===== config.mk =====
export PLATFORM = sky130hd
export DESIGN_NAME = garage_door_timed_ctrl
export DESIGN_NICKNAME = d
export VERILOG_FILES = /design/src/rtl/garage_door_timed_ctrl.sv
export SDC_FILE = /design/constraint.sdc
export NUM_CORES = 1
export LEC_CHECK = 0
export CAP_MARGIN = 30
export CORE_MARGIN = 2
export CORE_UTILIZATION = 45
export CTS_CLUSTER_SIZE = 30
export DETAILED_ROUTE_END_ITERATION = 8
export SLEW_MARGIN = 0
export SYNTH_ARGS = -nofsm -noshare
export SYNTH_HDL_FRONTEND = slang
export SYNTH_SLANG_ARGS = --single-unit

===== constraint.sdc =====
create_clock -name CLK -period 2.7 [get_ports CLK]
set_input_delay 0.81 -clock CLK [delete_from_list [all_inputs] [get_ports CLK]]
set_output_delay 0.81 -clock CLK [all_outputs]
set_load 0.01 [all_outputs]

===== src/rtl/garage_door_timed_ctrl.sv =====
// Garage door controller with travel timeout and optional auto-close.
// Optional feature macro: AUTO_CLOSE_EN (auto-close after the door has been
// fully open for AUTO_CLOSE cycles). Without it the door stays open until
// the next button press.
//
// state   | meaning
// --------+-----------------------------------------------------------
// IDLE    | motors off, door at a limit or stopped mid-travel
// MV_UP   | raise motor on
// MV_DN   | lower motor on (beam break reverses to MV_UP)
// FAULT   | motors off, fault lamp on, left only through RST
module garage_door_timed_ctrl #(
    parameter logic [15:0] TRAVEL_MAX = 16'd1000,
    parameter logic [15:0] AUTO_CLOSE = 16'd5000,
    parameter int          CNT_W      = 16
) (
    input  logic CLK,
    input  logic RST,
    input  logic Activate,
    input  logic UP_Max,
    input  logic DN_MAX,
    input  logic Obstruct,
    output logic UP_M,
    output logic DN_M,
    output logic Fault
);

    localparam logic [1:0] S_IDLE  = 2'd0;
    localparam logic [1:0] S_MV_UP = 2'd1;
    localparam logic [1:0] S_MV_DN = 2'd2;
    localparam logic [1:0] S_FAULT = 2'd3;

    localparam logic DIR_UP = 1'b1;
    localparam logic DIR_DN = 1'b0;

    localparam logic [CNT_W-1:0] TRAVEL_LAST = CNT_W'(TRAVEL_MAX - 16'd1);
    localparam logic [CNT_W-1:0] CLOSE_LAST  = CNT_W'(AUTO_CLOSE - 16'd1);
    localparam logic [CNT_W-1:0] CNT_SAT     = {CNT_W{1'b1}};

`ifdef AUTO_CLOSE_EN
    localparam logic AC_ON = 1'b1;
`else
    localparam logic AC_ON = 1'b0;
`endif

    logic [1:0]       state_q, state_d;
    logic [CNT_W-1:0] cnt_q, cnt_d;
    logic             last_dir_q, last_dir_d;
    logic             act_q, act_d;

    logic act_edge;
    logic both_lim;
    logic open_timing;

    assign act_edge    = Activate & ~act_q;
    assign both_lim    = UP_Max & DN_MAX;
    // Open dwell only runs while fully open, limits sane and the beam clear.
    assign open_timing = AC_ON & UP_Max & ~DN_MAX & ~Obstruct;

    // Next-state and travel-direction memory.
    always_comb begin
        state_d    = state_q;
        last_dir_d = last_dir_q;
        act_d      = Activate;
        case (state_q)
            S_IDLE: begin
                if (both_lim) begin
                    state_d = S_FAULT;
                end else if (act_edge) begin
                    if (UP_Max)                    state_d = S_MV_DN;
                    else if (DN_MAX)               state_d = S_MV_UP;
                    else if (last_dir_q == DIR_UP) state_d = S_MV_DN;
                    else                           state_d = S_MV_UP;
                end else if (open_timing && cnt_q == CLOSE_LAST) begin
                    state_d = S_MV_DN;
                end
            end
            S_MV_UP: begin
                if (both_lim) begin
                    state_d = S_FAULT;
                end else if (UP_Max || act_edge) begin
                    state_d    = S_IDLE;
                    last_dir_d = DIR_UP;
                end else if (cnt_q == TRAVEL_LAST) begin
                    state_d = S_FAULT;
                end
            end
            S_MV_DN: begin
                if (both_lim) begin
                    state_d = S_FAULT;
                end else if (DN_MAX) begin
                    state_d    = S_IDLE;
                    last_dir_d = DIR_DN;
                end else if (Obstruct) begin
                    state_d = S_MV_UP;
                end else if (act_edge) begin
                    state_d    = S_IDLE;
                    last_dir_d = DIR_DN;
                end else if (cnt_q == TRAVEL_LAST) begin
                    state_d = S_FAULT;
                end
            end
            default: state_d = S_FAULT;
        endcase
    end

    // Shared counter: motion time while moving, open dwell while idle.
    always_comb begin
        cnt_d = '0;
        if (state_d != state_q) begin
            cnt_d = '0;
        end else if (state_q == S_MV_UP || state_q == S_MV_DN ||
                     (state_q == S_IDLE && open_timing)) begin
            cnt_d = (cnt_q == CNT_SAT) ? cnt_q : cnt_q + 1'b1;
        end
    end

    // State registers; act_q tracks the button even in reset so a held
    // button does not look like a fresh press at reset release.
    always_ff @(posedge CLK) begin
        act_q <= act_d;
        if (RST) begin
            state_q    <= S_IDLE;
            cnt_q      <= '0;
            last_dir_q <= DIR_DN;
        end else begin
            state_q    <= state_d;
            cnt_q      <= cnt_d;
            last_dir_q <= last_dir_d;
        end
    end

    assign UP_M  = (state_q == S_MV_UP);
    assign DN_M  = (state_q == S_MV_DN);
    assign Fault = (state_q == S_FAULT);

endmodule

Word level (Yosys, flattened, before mapping)
Index checks and enable logic that the tools add are counted.
Widths: inputs -> output; s select.
{"block": "totals", "out_inout_bits": 3, "word_cells": 46, "register_bits": 20}
{"block": "classes", "reduce_logical": 6, "n_bitwise": 4, "eq_ne": 11, "addsub": 1, "n_mux": 20}
{"op": "$mux 2", "n": 12}
{"op": "$add 16x1->16 const B", "n": 1}
{"op": "$eq 16x10->1 const B", "n": 1}
{"op": "$eq 16x16->1 const B", "n": 1}
{"op": "$mux 1", "n": 6}
{"op": "$pmux 2 s3", "n": 1}
{"op": "$reduce_and 6->1", "n": 1}
{"op": "$eq 2x2->1 const B", "n": 2}
{"op": "$ne 2x2->1 const B", "n": 2}
{"op": "$ne 3x2->1 const B", "n": 1}
{"op": "$ne 3x3->1 const B", "n": 1}
{"op": "$reduce_or 3->1", "n": 1}
{"op": "$and 1x1->1", "n": 2}
{"op": "$eq 2x1->1 const B", "n": 1}
{"op": "$logic_not 2->1", "n": 1}
{"op": "$logic_or 1x1->1", "n": 2}
{"op": "$ne 2x1->1 const B", "n": 1}
{"op": "$ne 2x2->1", "n": 1}
{"op": "$not 1->1", "n": 2}
{"op": "$pmux 1 s2", "n": 1}
{"op": "$reduce_bool 2->1", "n": 1}

Longest topological paths before layout
Gate-level depths: netlist (run 1).
{"block": "depth", "depth_word": 9, "depth_mapped": 9}

Worst setup path after synthesis (run 1)
Ideal clock, no wire load.
{"block": "synth_path", "path_type": "input-to-reg", "startpoint": "input DN_MAX", "endpoint": "register cnt_q[0]", "setup_time_ns": 0.066, "setup_slack_ns": 0.501, "arrival_ns": 2.133, "cell_stages": 8, "path_buffers": 2, "cell_sequence": "clkbuf_1 -> nand2b_1 -> a31oi_1 -> nor2_1 -> a31oi_1 -> nand4b_4 -> buf_6 -> nor2_1"}
{"block": "synth_between", "elab_chain_cells": 7}
{"item": "start, declared", "line_no": "21", "rtl": "input logic DN_MAX,"}
{"item": "$mux 2", "line_no": "71", "rtl": "else if (DN_MAX) state_d = S_MV_UP;"}
{"item": "$mux 2", "line_no": "70", "rtl": "if (UP_Max) state_d = S_MV_DN;"}
{"item": "$mux 2", "line_no": "69", "rtl": "end else if (act_edge) begin"}
{"item": "$mux 2", "line_no": "67", "rtl": "if (both_lim) begin"}
{"item": "$pmux 2 s3 (*)", "line_no": "65", "rtl": "case (state_q)"}
{"item": "$ne 2x2->1 (*)", "line_no": "110", "rtl": "if (state_d != state_q) begin"}
{"item": "$reduce_or 3->1 (no source line) (*)"}
{"item": "end signal, assigned", "line_no": "128", "rtl": "cnt_q <= cnt_d;"}
{"item": "end, declared", "line_no": "47", "rtl": "logic [CNT_W-1:0] cnt_q, cnt_d;"}
Mark *: on every way between the ends. The rest lies on a longest branch, timed or not.
A chain may end at the register's enable or synchronous reset.

Worst setup path after layout (run 1)
{"block": "layout_path", "startpoint": "register state_q[1]", "endpoint": "output UP_M"}
{"block": "layout_between", "elab_chain_cells": 1}
{"item": "start, declared", "line_no": "46", "rtl": "logic [1:0] state_q, state_d;"}
{"item": "start signal, assigned", "line_no": "127", "rtl": "state_q <= state_d;"}
{"item": "$eq 2x1->1", "line_no": "133", "rtl": "assign UP_M = (state_q == S_MV_UP);"}
{"item": "end, declared", "line_no": "23", "rtl": "output logic UP_M,"}
No other way between the ends.

==> results.cfg, run 1 <==
[global_route]
grt_max_degree = 12
first_global_vias = 1023
grt_use_met3_pct = 3.49
grt.total_usage_pct = 19.9
grtUsageMet1_pct = 20.4
grt_pass1_wl_mm = 4.31
top_usage_layer = met2
overflow = 0
use_met2_pct = 38.3
antenna_found_initial = 0

[clocking]
cts_sinks = 20
cts_max_level = 1
cts_max_path_buffers = 2
clkTransAtPathRegs_ns = 0.11
post_cts_resized = 0
cts_root_buf = clkbuf_4
cts_hold_buf = 0
cts_tree = built
clock_latency_ns = 0.31
cts_made_buffers = 3
cts_setup_buffers = 0

[logic_synthesis]
syn_avg_cell_area_um2 = 8.56
synthTopCellsByArea = dfxtp_1 34%, nor2_1 7.0%, xor2_1 6.0%
ys_seq_area_share_pct = 34.2
synth_area_um2 = 1170
synthAdderAreaFrac_pct = 5.34
postSynthCellCount = 137
synth_mux_area_share_pct = 2.56
yosys.area.top_type = dfxtp_1
ys_async_sr_fraction_pct = 0
synth.net_count = 148
yosysTopAreaCellShare_pct = 34.2
synth-seq-cells = 20
synthXorXnorAreaFrac_pct = 7.47
synth_most_common_cell = nor2_1
synth_top_family_by_area = simple AND/OR/NAND/NOR gates
synth_cell_types = 38
synthTopCellsByCount = 22 x nor2_1, 20 x dfxtp_1, 8 x a21oi_1, 8 x nand3_1, 8 x xor2_1
synth_compound_area_share_pct = 16.3
ys_warn_count = 0
synthSimpleGateAreaFrac_pct = 31.5
synth_edf_count = 0
synthFlopType = dfxtp_1

[sta]
slew_viol_final = 0
worst_slack_ns = 0.219
whs_ns = 0.524
skew_ns = 0.00809
rsz0062_at_grt = false
hold_viol = 0
tns_ns = 0
finalSetupViolations = 0
max_slew_margin_pct = 73.3
fin_crit_sh_pct = 91.9
fmax_mhz = 403
post-route-min-period_ns = 2.48
tightestPinTransition_ns = 0.397

[route]
routed_wl_mm = 2.54
drt-initial-drc-count = 21
routedWlPerCell_um = 13.9
viasPerCell = 5.85
drt_first_pass_iters = 4
num_vias = 1064
antenna_left = 0
drc_errors = 0

[run_status]
status = complete, no violations

[floorplanning]
core-area_um2 = 2480
dieArea_um2 = 3030
die_x_um = 55.0
io-pin-count = 9
initial_core_util_pct = 47.3
die_y_um = 55.0
rows = 18

[pwr]
p_leak_uw = 0.000479
peakVddDrop_mv = 0.465
finalPower_uw = 774
p_per_area_nw_per_um2 = 567

[hold_path]
hold_class = reg -> reg

[place]
dp_hpwl_mm = 1.96
place.gp.congestion = 0.807
io_buffers = 8
place_ws_ns = -0.0543

[finish]
nNetsFinal = 164
syn_to_final_growth_pct = 16.3
drive_gt1_share_pct = 11.8
n_antenna_cell = 0
final.fill_count = 248

[critical_path]
end_kind = primary output
cp_data_arrival_time_ns = 1.67
worstPathRequired_ns = 1.89
startpoint_type = register
critPathKind = reg -> out
path_max_fanout = 6
r2r_slack_ns = 0.31

[flow_run]
drv_cap = 0
placed cells by master (no fill, tap or decap), types with 5 or more instances in the layout:
cell type / instances
nand3_1: 8
ha_1: 5
xor2_1: 8
buf_4: 5
nor3_1: 6
a21oi_1: 8
dfxtp_1: 20
nand2_1: 5
a31oi_1: 5
nand4_1: 7
nor2_1: 22
clkdlybuf4s50_1: 8
layer usage:
layer,share of wire [%],vias to the layer above
met5,0,-
met4,2.6,0
met3,2.8,7
met2,51,15
met1,44,508
li1,-,534
state kept, by name, summed over array words and instances, names as in the netlist:
| register | flops |
|---|---|
| last_dir_q | 1 |
| cnt_q | 16 |
| state_q | 2 |
| act_q | 1 |
critical path: stages (launching register included):
cell and delay, ns:
dfxtp_1 0.37, inv_1 0.14, ha_1 0.28, clkdlybuf4s50_1 0.57
metrics by stage:
| stage | area [um^2] | util (%) | cells |
|---|---|---|---|
| floorplan | 1170 | - | 137 |
| global placement | 1330 | 53.6 | 178 |
| detailed placement | 1330 | 53.6 | 178 |
| CTS | 1360 | 55.1 | 182 |
| global route | 1360 | 55.1 | 182 |
| finish | 1360 | 55.1 | 182 |
path summary, 6_finish.rpt:
check                                        startpoint                       to  cells past startpoint
worst min register to register  last_dir_q$_SDFFE_PP0P_  last_dir_q$_SDFFE_PP0P_                      2
worst max register to register    state_q[0]$_SDFF_PP0_    cnt_q[8]$_SDFFE_PP0P_                      9
worst min-delay path            last_dir_q$_SDFFE_PP0P_  last_dir_q$_SDFFE_PP0P_                      2
worst max-delay path              state_q[1]$_SDFF_PP0_                     UP_M                      3
where the power goes:
group,internal [uW],total [uW],switching [uW]
clock network,82.4,173,90.5
logic,133,268,136
registers,312,333,20.8
layout make-up:
| type | count | area (um^2) | share of cell area [%] |
|---|---|---|---|
| flip-flops and latches | 20 | 400 | 29.4 |
| repair buffers | 14 | 138 | 10.1 |
| clock buffers | 4 | 36.3 | 2.66 |
| well taps | 30 | 37.5 | 2.75 |
| inverters | 3 | 11.3 | 0.826 |
| multi-input cells | 111 | 741 | 54.3 |
logic make-up (layout without fill, tap and decap cells):
family | count (synthesis) | count (layout)
simple gates | 64 | 64
compound gates | 29 | 29
flops | 20 | 20
xor+xnor | 10 | 10
buf+inv | 6 | 21
fa+ha+maj | 5 | 5
mux | 3 | 3
No activity file was read; power rests on OpenSTA's default activity.
==> inputs of run 2 (changes only) <==
Settings changed: GPL_ROUTABILITY_DRIVEN set to 0.
==> results of run 2 <==
Final layout, timing and power as in run 1 (identical DEF).
==> inputs of run 3 (changes only) <==
Settings changed: CTS_BUF_LIST set to sky130_fd_sc_hd__clkbuf_8.
==> run 3 against run 2 <==
- clock skew is 0.00058 ns higher
- die area stayed put
- clock power is 31% higher
- total power is 7.0% higher
- largest power group unchanged
==> results.cfg, run 3 (same netlist as run 1, synthesis figures left out) <==
[run_status]
status = complete, no violations

[finish]
final_cell_mix = 22 x nor2_1, 20 x dfxtp_1
final_common_cell = nor2_1
utilization_pct = 55.8
nNetsFinal = 164
final_cell_count_no_fill = 182
regArea_um2 = 400
multi_input_area_um2 = 741
n_antenna_cell = 0
drive_gt1_share_pct = 11.8
reg_top3 = cnt_q: 16 flops, state_q: 2 flops
final.fill_count = 242
regMostFlops = cnt_q
syn_to_final_growth_pct = 17.9
largest_reg_flops = 16

[critical_path]
startpoint_type = primary input
path_max_fanout = 10
cp.buffers_inverters = 2
cp_slowest_stage_delay_ns = 0.65
crit_path_end = cnt_q[8]$_SDFFE_PP0P_
startpoint = DN_MAX
end_kind = register
r2r-end = cnt_q[8]$_SDFFE_PP0P_
path_depth = 8
critPathKind = in -> reg
r2r_start = state_q[0]$_SDFF_PP0_
cp_data_arrival_time_ns = 2.69
crit_chain = clkdlybuf4s50_1 -> nand2b_1 -> a31oi_1 -> nor2_1 -> a31oi_1 -> nand4b_4 -> buf_4 -> nor2_1
worstPathRequired_ns = 2.90
reg2reg_depth = 9
r2r_slack_ns = 0.32
cp_top_family = buffers and inverters
cp_slowest_cell = clkdlybuf4s50_1

[global_route]
first_global_vias = 1033
grt_max_degree = 12
antenna_found_initial = 0
grt_pass1_wl_mm = 4.32
grt.total_usage_pct = 20.1
overflow = 0

[floorplanning]
core-area_um2 = 2480
dieArea_um2 = 3030
rows = 18
io-pin-count = 9
die_x_um = 55.0
die_y_um = 55.0
initial_core_util_pct = 47.3

[clocking]
cts_tree = built
clock_latency_ns = 0.26
post_cts_resized = 0
cts_sinks = 20
clkTransAtPathRegs_ns = 0.08
cts_max_path_buffers = 2
cts_root_buf = clkbuf_8
cts_max_level = 1
cts_made_buffers = 3
cts_hold_buf = 0
cts_setup_buffers = 0

[sta]
skew_ns = 0.00867
fin_crit_sh_pct = 92.0
slew_viol_final = 0
post-route-min-period_ns = 2.49
tightestPinTransition_ns = 0.397
tns_ns = 0
fmax_mhz = 402
whs_ns = 0.520
finalSetupViolations = 0
max_slew_margin_pct = 73.3
rsz0062_at_grt = false
hold_viol = 0

[pwr]
switching_share_pct = 30.6
p_leak_uw = 0.000487
peakVddDrop_mv = 0.504
pwr-share-clk_pct = 27.4
power.switching_uw = 254
p_per_area_nw_per_um2 = 599
power.internal_uw = 574
p_seq_share_pct = 40.2
combinationalPowerShare_pct = 32.4
finalPower_uw = 828

[route]
wl_met1_mm = 1.09
met2_length_mm = 1.29
routedWlPerCell_um = 13.9
drc_errors = 0
antenna_left = 0
drt-initial-drc-count = 10
wl_met3_um = 81
drt_first_pass_iters = 4
viasPerCell = 5.88
highest_layer = met4
num_vias = 1070
routed_wl_mm = 2.54

[flow_run]
drv_cap = 0

[place]
io_buffers = 8
dp_hpwl_mm = 1.96
placed_cells = 178

[hold_path]
hold_class = reg -> reg
hold_depth = 2
## run 3: cell counts in the layout (fill, tap and decap cells not counted)
No cell type changed its count.
## run 3: final cells by class
cell class / count / area share (%)
Clock buffer: 4 / 3.98
Inverter: 3 / 0.814
Multi-Input combinational cell: 111 / 53.6
Sequential cell: 20 / 29.0
Tap cell: 30 / 2.71
Timing Repair Buffer: 14 / 9.95
## run 3: stage by stage
stage / setup WS, ns / instance area, um^2
after floorplan: 0.501 / 1170
after global placement: 0.0341 / 1330
after detailed placement: -0.0543 / 1330
after CTS: 0.223 / 1380
after global routing: 0.0685 / 1380
final: 0.215 / 1380
## run 3: power groups by stage
stage	clock network [uW]	logic, uW	registers (uW)
global placement	0	264	340
floorplan	0	185	334
CTS	235	269	333
detailed placement	0	268	340
global route	246	300	337
finish	227	268	333
## run 3: how the worst min path moves through the flow
stage | endpoint | slack (ns) | from
6_report | last_dir_q$_SDFFE_PP0P_ | 0.52 | last_dir_q$_SDFFE_PP0P_
5_1_grt | last_dir_q$_SDFFE_PP0P_ | 0.56 | last_dir_q$_SDFFE_PP0P_
4_1_cts | last_dir_q$_SDFFE_PP0P_ | 0.53 | last_dir_q$_SDFFE_PP0P_
3_5_place_dp | last_dir_q$_SDFFE_PP0P_ | 0.51 | last_dir_q$_SDFFE_PP0P_
3_3_place_gp | last_dir_q$_SDFFE_PP0P_ | 0.51 | last_dir_q$_SDFFE_PP0P_
2_1_floorplan | last_dir_q$_SDFFE_PP0P_ | 0.48 | last_dir_q$_SDFFE_PP0P_
## run 3: layer usage
metal | up-vias | GRT usage, %
met2 | 19 | 38.3
met5 | - | 0
met3 | 7 | 3.49
met1 | 511 | 20.5
met4 | 0 | 11.0
li1 | 533 | -
## run 3: worst register-to-register path: cells and delay by family (launching register included)
kind	cells	cell delay [ns]
AND/OR/NAND/NOR	3	0.64
AO/OA/AOI/OAI	3	0.67
buffers and inverters	2	0.31
adder cells (fa/ha/maj)	1	0.29
flip-flops	1	0.43
==> edit 1 (config.mk and constraints of run 3) <==
Put a register stage on the outputs `UP_M`, `DN_M` and `Fault`. The values now appear one clock later.
--- a/src/rtl/garage_door_timed_ctrl.sv
+++ b/src/rtl/garage_door_timed_ctrl.sv
@@ -131,7 +131,9 @@
     end
 
-    assign UP_M  = (state_q == S_MV_UP);
-    assign DN_M  = (state_q == S_MV_DN);
-    assign Fault = (state_q == S_FAULT);
+    always_ff @(posedge CLK) begin
+        UP_M  <= (state_q == S_MV_UP);
+        DN_M  <= (state_q == S_MV_DN);
+        Fault <= (state_q == S_FAULT);
+    end
 
 endmodule
Function: changed (Yosys sat finds a counterexample within 4 cycles, from zero or initial values and one cycle with RST high).
==> edit 1 against run 3 <==
  * Critical endpoint is now cnt_q[9]
  * Global-route usage shrank 0.44 points
  * Worst setup slack lost 0.063 ns
  * Final area up 9.6%
  * Routed wire length grew 20%
  * First-iteration DRC count grew to 5.6 times the old value
  * Area after synthesis increased by 9.7%
  * Power up 15%
  * Die area is 9.0% higher
  * Synthesized cell count is 8.0% higher
  * Sequential cell count up 3
  * Sequential share of layout area increased by 1.4 points
  * Highest routed layer unchanged
==> edit 1: results (changes against run 3) <==
The maximum vdd ir drop was 0.381 mV (was 0.504 mV). The flow ran to the end, and the final reports show no timing, DRC or antenna violations. The static power due to leakage was 0.533 nW (was 0.487 nW); the fraction of power spent switching nets was 34.3% (was 30.6%). For the area of the die, the log shows 0.00330 sq mm (was 0.00303 sq mm). The transition time at the pin with the least slew margin is 0.580 ns (was 0.397 ns). The cell depth of the worst flop-to-flop path is 7 (was 9). Cell types with the highest counts after synthesis: 23 x sky130_fd_sc_hd__dfxtp_1, 16 x sky130_fd_sc_hd__nor3_1, 10 x sky130_fd_sc_hd__nand3_1 (was 22 x sky130_fd_sc_hd__nor2_1, 20 x sky130_fd_sc_hd__dfxtp_1, 8 x sky130_fd_sc_hd__a21oi_1, 8 x sky130_fd_sc_hd__nand3_1, 8 x sky130_fd_sc_hd__xor2_1). Number of non-clock buffers: 19 (was 14). The final-layout non-clock buffer area share was 11.7% (was 9.95%); the count of cell types in the netlist was 41 (was 38).

The logs give 2100 um (was 1960 um) for the half-perimeter wire length after detailed placement and 17 (was 12) for the pin count of the biggest net entering global routing. The flip-flop and latch power is 0.390 mW (was 0.333 mW). Most area-consuming cells after synthesis: sky130_fd_sc_hd__dfxtp_1 36%, sky130_fd_sc_hd__nor3_1 6.2%, sky130_fd_sc_hd__ha_1 4.9% (was sky130_fd_sc_hd__dfxtp_1 34%, sky130_fd_sc_hd__nor2_1 7.0%, sky130_fd_sc_hd__xor2_1 6.0%). The maximum single-stage delay on the critical path works out to 0.52 ns (was 0.65 ns). The highest achievable clock rate was 392 MHz (was 402 MHz); the power in the clock group was 0.208 mW (was 0.227 mW). The total global routing track utilization was 19.7% (was 20.1%). The run gives 35.8% (was 34.2%) as the part of the Yosys area used for sequential elements. The tools report the number of DRC markers in iteration 0 as 56 (was 10). The share of cell area taken by flip-flops and latches works out to 30.4% (was 29.0%). The total cell area at the placement stage is 0.00146 sq mm (was 0.00133 sq mm), and the average detailed-routed wire length per instance is 15.5 um (was 13.9 um). The number of clock sinks is 23 (was 20), and the filler cell count in the final layout is 269 (was 242). Number of nets at the end of the flow: 178 (was 164). The multi-input combinational cell area was 774 sq um (was 741 sq um); the number of non-clock inverters was 5 (was 3).

The worst slack at placement came out at -0.117 ns (was -0.0543 ns).
==> edit 1: cell count changes in the layout (fill, tap and decap cells not counted), sizes merged, moves of 3 or more <==
cell,change
inv,+3
dfxtp,+3
nor3,+11
nor4,+4
buf,+5
xor2,-3
o21ai,+4
nand3,+3
nor2,-14
==> edit 1: layer usage <==
| layer | part of all wire, % | up-vias | track usage, % | wire, um |
|---|---|---|---|---|
| met5 | 0 | - | 0 | 0 |
| met4 | 2.3 | 0 | 7.97 | 69 |
| met3 | 4.4 | 7 | 3.85 | 133 |
| met2 | 44 | 37 | 27.9 | 1340 |
| met1 | 49 | 568 | 29.0 | 1500 |
| li1 | - | 606 | - | - |
==> edit 1: logic make-up after synthesis <==
group | Yosys count | share of synthesized area (%)
mux | 2 | 1.56
xor+xnor | 7 | 4.77
flops | 23 | 35.8
simple gates | 67 | 30.5
buf+inv | 11 | 4.77
compound gates | 33 | 17.7
fa+ha+maj | 5 | 4.86
==> edit 1: worst max path at each step <==
stage	to	cells past startpoint	from
finish	cnt_q[9]	6	UP_Max
global route	cnt_q[15]	6	UP_Max
CTS	cnt_q[15]	6	DN_MAX
detailed placement	cnt_q[15]	6	DN_MAX
global placement	cnt_q[15]	5	DN_MAX
floorplan	cnt_q[1]	7	UP_Max
==> edit 1: per-stage QoR <==
step	util [%]	setup TNS [ns]	hold WS, ns	cells
2_1_floorplan	-	0	0.479	148
3_3_place_gp	53.3	-0.0975	0.530	192
3_5_place_dp	53.3	-0.859	0.531	192
4_1_cts	55.0	0	0.545	196
5_1_grt	55.4	0	0.608	197
6_report	55.4	0	0.548	197
==> edit 2 (settings of run 3) <==
Made on the original files. The parameter `CNT_W` goes from 16 to 18.
--- a/src/rtl/garage_door_timed_ctrl.sv
+++ b/src/rtl/garage_door_timed_ctrl.sv
@@ -13,5 +13,5 @@
     parameter logic [15:0] TRAVEL_MAX = 16'd1000,
     parameter logic [15:0] AUTO_CLOSE = 16'd5000,
-    parameter int          CNT_W      = 16
+    parameter int          CNT_W      = 18
 ) (
     input  logic CLK,
Check against the original RTL: same outputs for any inputs over 10 cycles, from zero or initial values and one cycle with RST high; that may be too few to reach the edited logic, so the function may still have changed.
==> edit 2 against run 3 <==
  * Die area is 12% higher
  * Fmax is 5.8% lower
  * Routed wire length is 24% higher
  * Synthesized cell count is 14% higher
  * Worst setup slack worse by 0.15 ns
  * Power is 14% higher
  * Global-route usage is 0.28 points higher
  * Area after synthesis is 13% higher
  * Final area is 19% higher
  * Sequential cell count is 2 higher
  * Sequential share of layout area is 2.1 points lower
  * Critical endpoint is now cnt_q[11]
==> edit 2: results (changes against run 3) <==
Most area-consuming cells after synthesis: sky130_fd_sc_hd__dfxtp_1 33%, sky130_fd_sc_hd__nand3_1 5.3%, sky130_fd_sc_hd__ha_1 4.7% (was sky130_fd_sc_hd__dfxtp_1 34%, sky130_fd_sc_hd__nor2_1 7.0%, sky130_fd_sc_hd__xor2_1 6.0%). The tools report the relative max-transition margin as 68.4% (was 73.3%). The via count of the first global-routing pass is 1153 (was 1033).

The run gives 0.455 mV (was 0.504 mV) as the maximum vdd ir drop. The launch point of the worst hold path is cnt_q[16] (was last_dir_q). Registers with the most flip-flops: cnt_q: 18 flops, state_q: 2 flops (was cnt_q: 16 flops, state_q: 2 flops). The part of the Yosys area used for sequential elements was 33.3% (was 34.2%). The logs give 68 (was 10) for the number of DRC markers in iteration 0 and 41 (was 38) for the count of cell types in the netlist.

Total global routing track utilization: 20.4% (was 20.1%). Depth of the CTS H-tree: 1 (unchanged). The flow ran to the end, and the final reports show no timing, DRC or antenna violations. The destination of the worst register-to-register timing path was cnt_q[11] (was cnt_q[8]).

The hold-critical path depth was 1 (was 2). The logs give 1272 (was 1070) for the number of vias after detailed routing and 254 (was 242) for the filler cell count in the final layout. For the static power due to leakage, the log shows 0.599 nW (was 0.487 nW).

The run gives -0.311 ns (was -0.0543 ns) as the worst slack at placement. Worst hold endpoint: cnt_q[16] (was last_dir_q). The tools report the critical path arrival as 2.84 ns (was 2.69 ns).

The post-CTS setup-driven buffer insertion count is 0 (unchanged), and the proportion of layout cells with a drive suffix above 1 is 22.2% (was 11.8%). The setup slack on the worst flop-to-flop path came out at 0.24 ns (was 0.32 ns). The number of nets at the end of the flow is 192 (was 164). The maximum fanout along the worst path was 5 (was 10).
## edit 2: logic make-up (layout without fill, tap and decap cells)
family	Yosys count	in the layout	synth area share (%)
multiplexers	2	2	1.51
XOR/XNOR	9	9	5.96
flip-flops	22	22	33.3
AO/OA/AOI/OAI	36	37	19.1
adder cells (fa/ha/maj)	5	5	4.73
buffers and inverters	7	30	2.55
AND/OR/NAND/NOR	75	75	32.8
## edit 2: area by class of cell
cell class,instances,area [sq um],area share [%]
Clock buffer,3,41.3,2.52
Clock inverter,1,30.0,1.83
Inverter,6,22.5,1.37
Multi-Input combinational cell,128,892,54.3
Sequential cell,22,440,26.8
Tap cell,31,38.8,2.36
Timing Repair Buffer,20,176,10.7
## edit 2: power groups by stage
stage / combinational [mW] / clock [mW] / sequential, mW
finish: 0.276 / 0.307 / 0.364
global route: 0.299 / 0.331 / 0.366
CTS: 0.269 / 0.314 / 0.364
detailed placement: 0.238 / 0 / 0.367
global placement: 0.234 / 0 / 0.367
floorplan: 0.149 / 0 / 0.361
## edit 2: worst max-delay path by stage
| stage | slack, ns | end | cells past startpoint | from |
|---|---|---|---|---|
| CTS | 0.0006 | cnt_q[12] | 8 | DN_MAX |
| finish | 0.06 | cnt_q[11] | 8 | UP_Max |
| global route | 0.003 | cnt_q[12] | 8 | Activate |
| detailed placement | -0.31 | cnt_q[12] | 8 | DN_MAX |
| global placement | -0.26 | cnt_q[6] | 8 | DN_MAX |
| floorplan | 0.48 | cnt_q[10] | 7 | Activate |
## edit 2: critical path: stages
cell                              delay (ns)
sky130_fd_sc_hd__clkdlybuf4s50_1        0.47
sky130_fd_sc_hd__and2b_2                0.28
sky130_fd_sc_hd__o21ai_1                0.10
sky130_fd_sc_hd__a22o_1                 0.23
sky130_fd_sc_hd__a311oi_4               0.40
sky130_fd_sc_hd__o2111ai_4              0.24
sky130_fd_sc_hd__buf_4                  0.22
sky130_fd_sc_hd__nor2_2                 0.09
## edit 2: stage by stage
step           util, %  setup TNS (ns)  hold WS, ns  instances  instance area (sq um)
3_3_place_gp      54.7           -3.72        0.499        206                   1520
3_5_place_dp      54.7           -4.47        0.506        206                   1520
2_1_floorplan        -               0        0.475        156                   1320
4_1_cts           58.6               0        0.526        211                   1630
5_1_grt           59.0               0        0.562        211                   1640
6_report          59.0               0        0.525        211                   1640
## edit 2: repair_timing
item / 4_1_cts / 5_1_grt
gates resized for setup: 4 / 5
setup endpoints to repair: 11 / 15
hold endpoints to repair: 0 / 0
pin swaps: 1 / 2
cloned: 1 / 0
## edit 2: routing by layer
layer / GRT usage, % / routed length (um) / vias to the layer above
met5: 0 / 0 / -
met4: 8.64 / 48 / 0
met3: 3.79 / 121 / 7
met2: 33.8 / 1530 / 28
met1: 26.0 / 1440 / 607
li1: - / - / 630
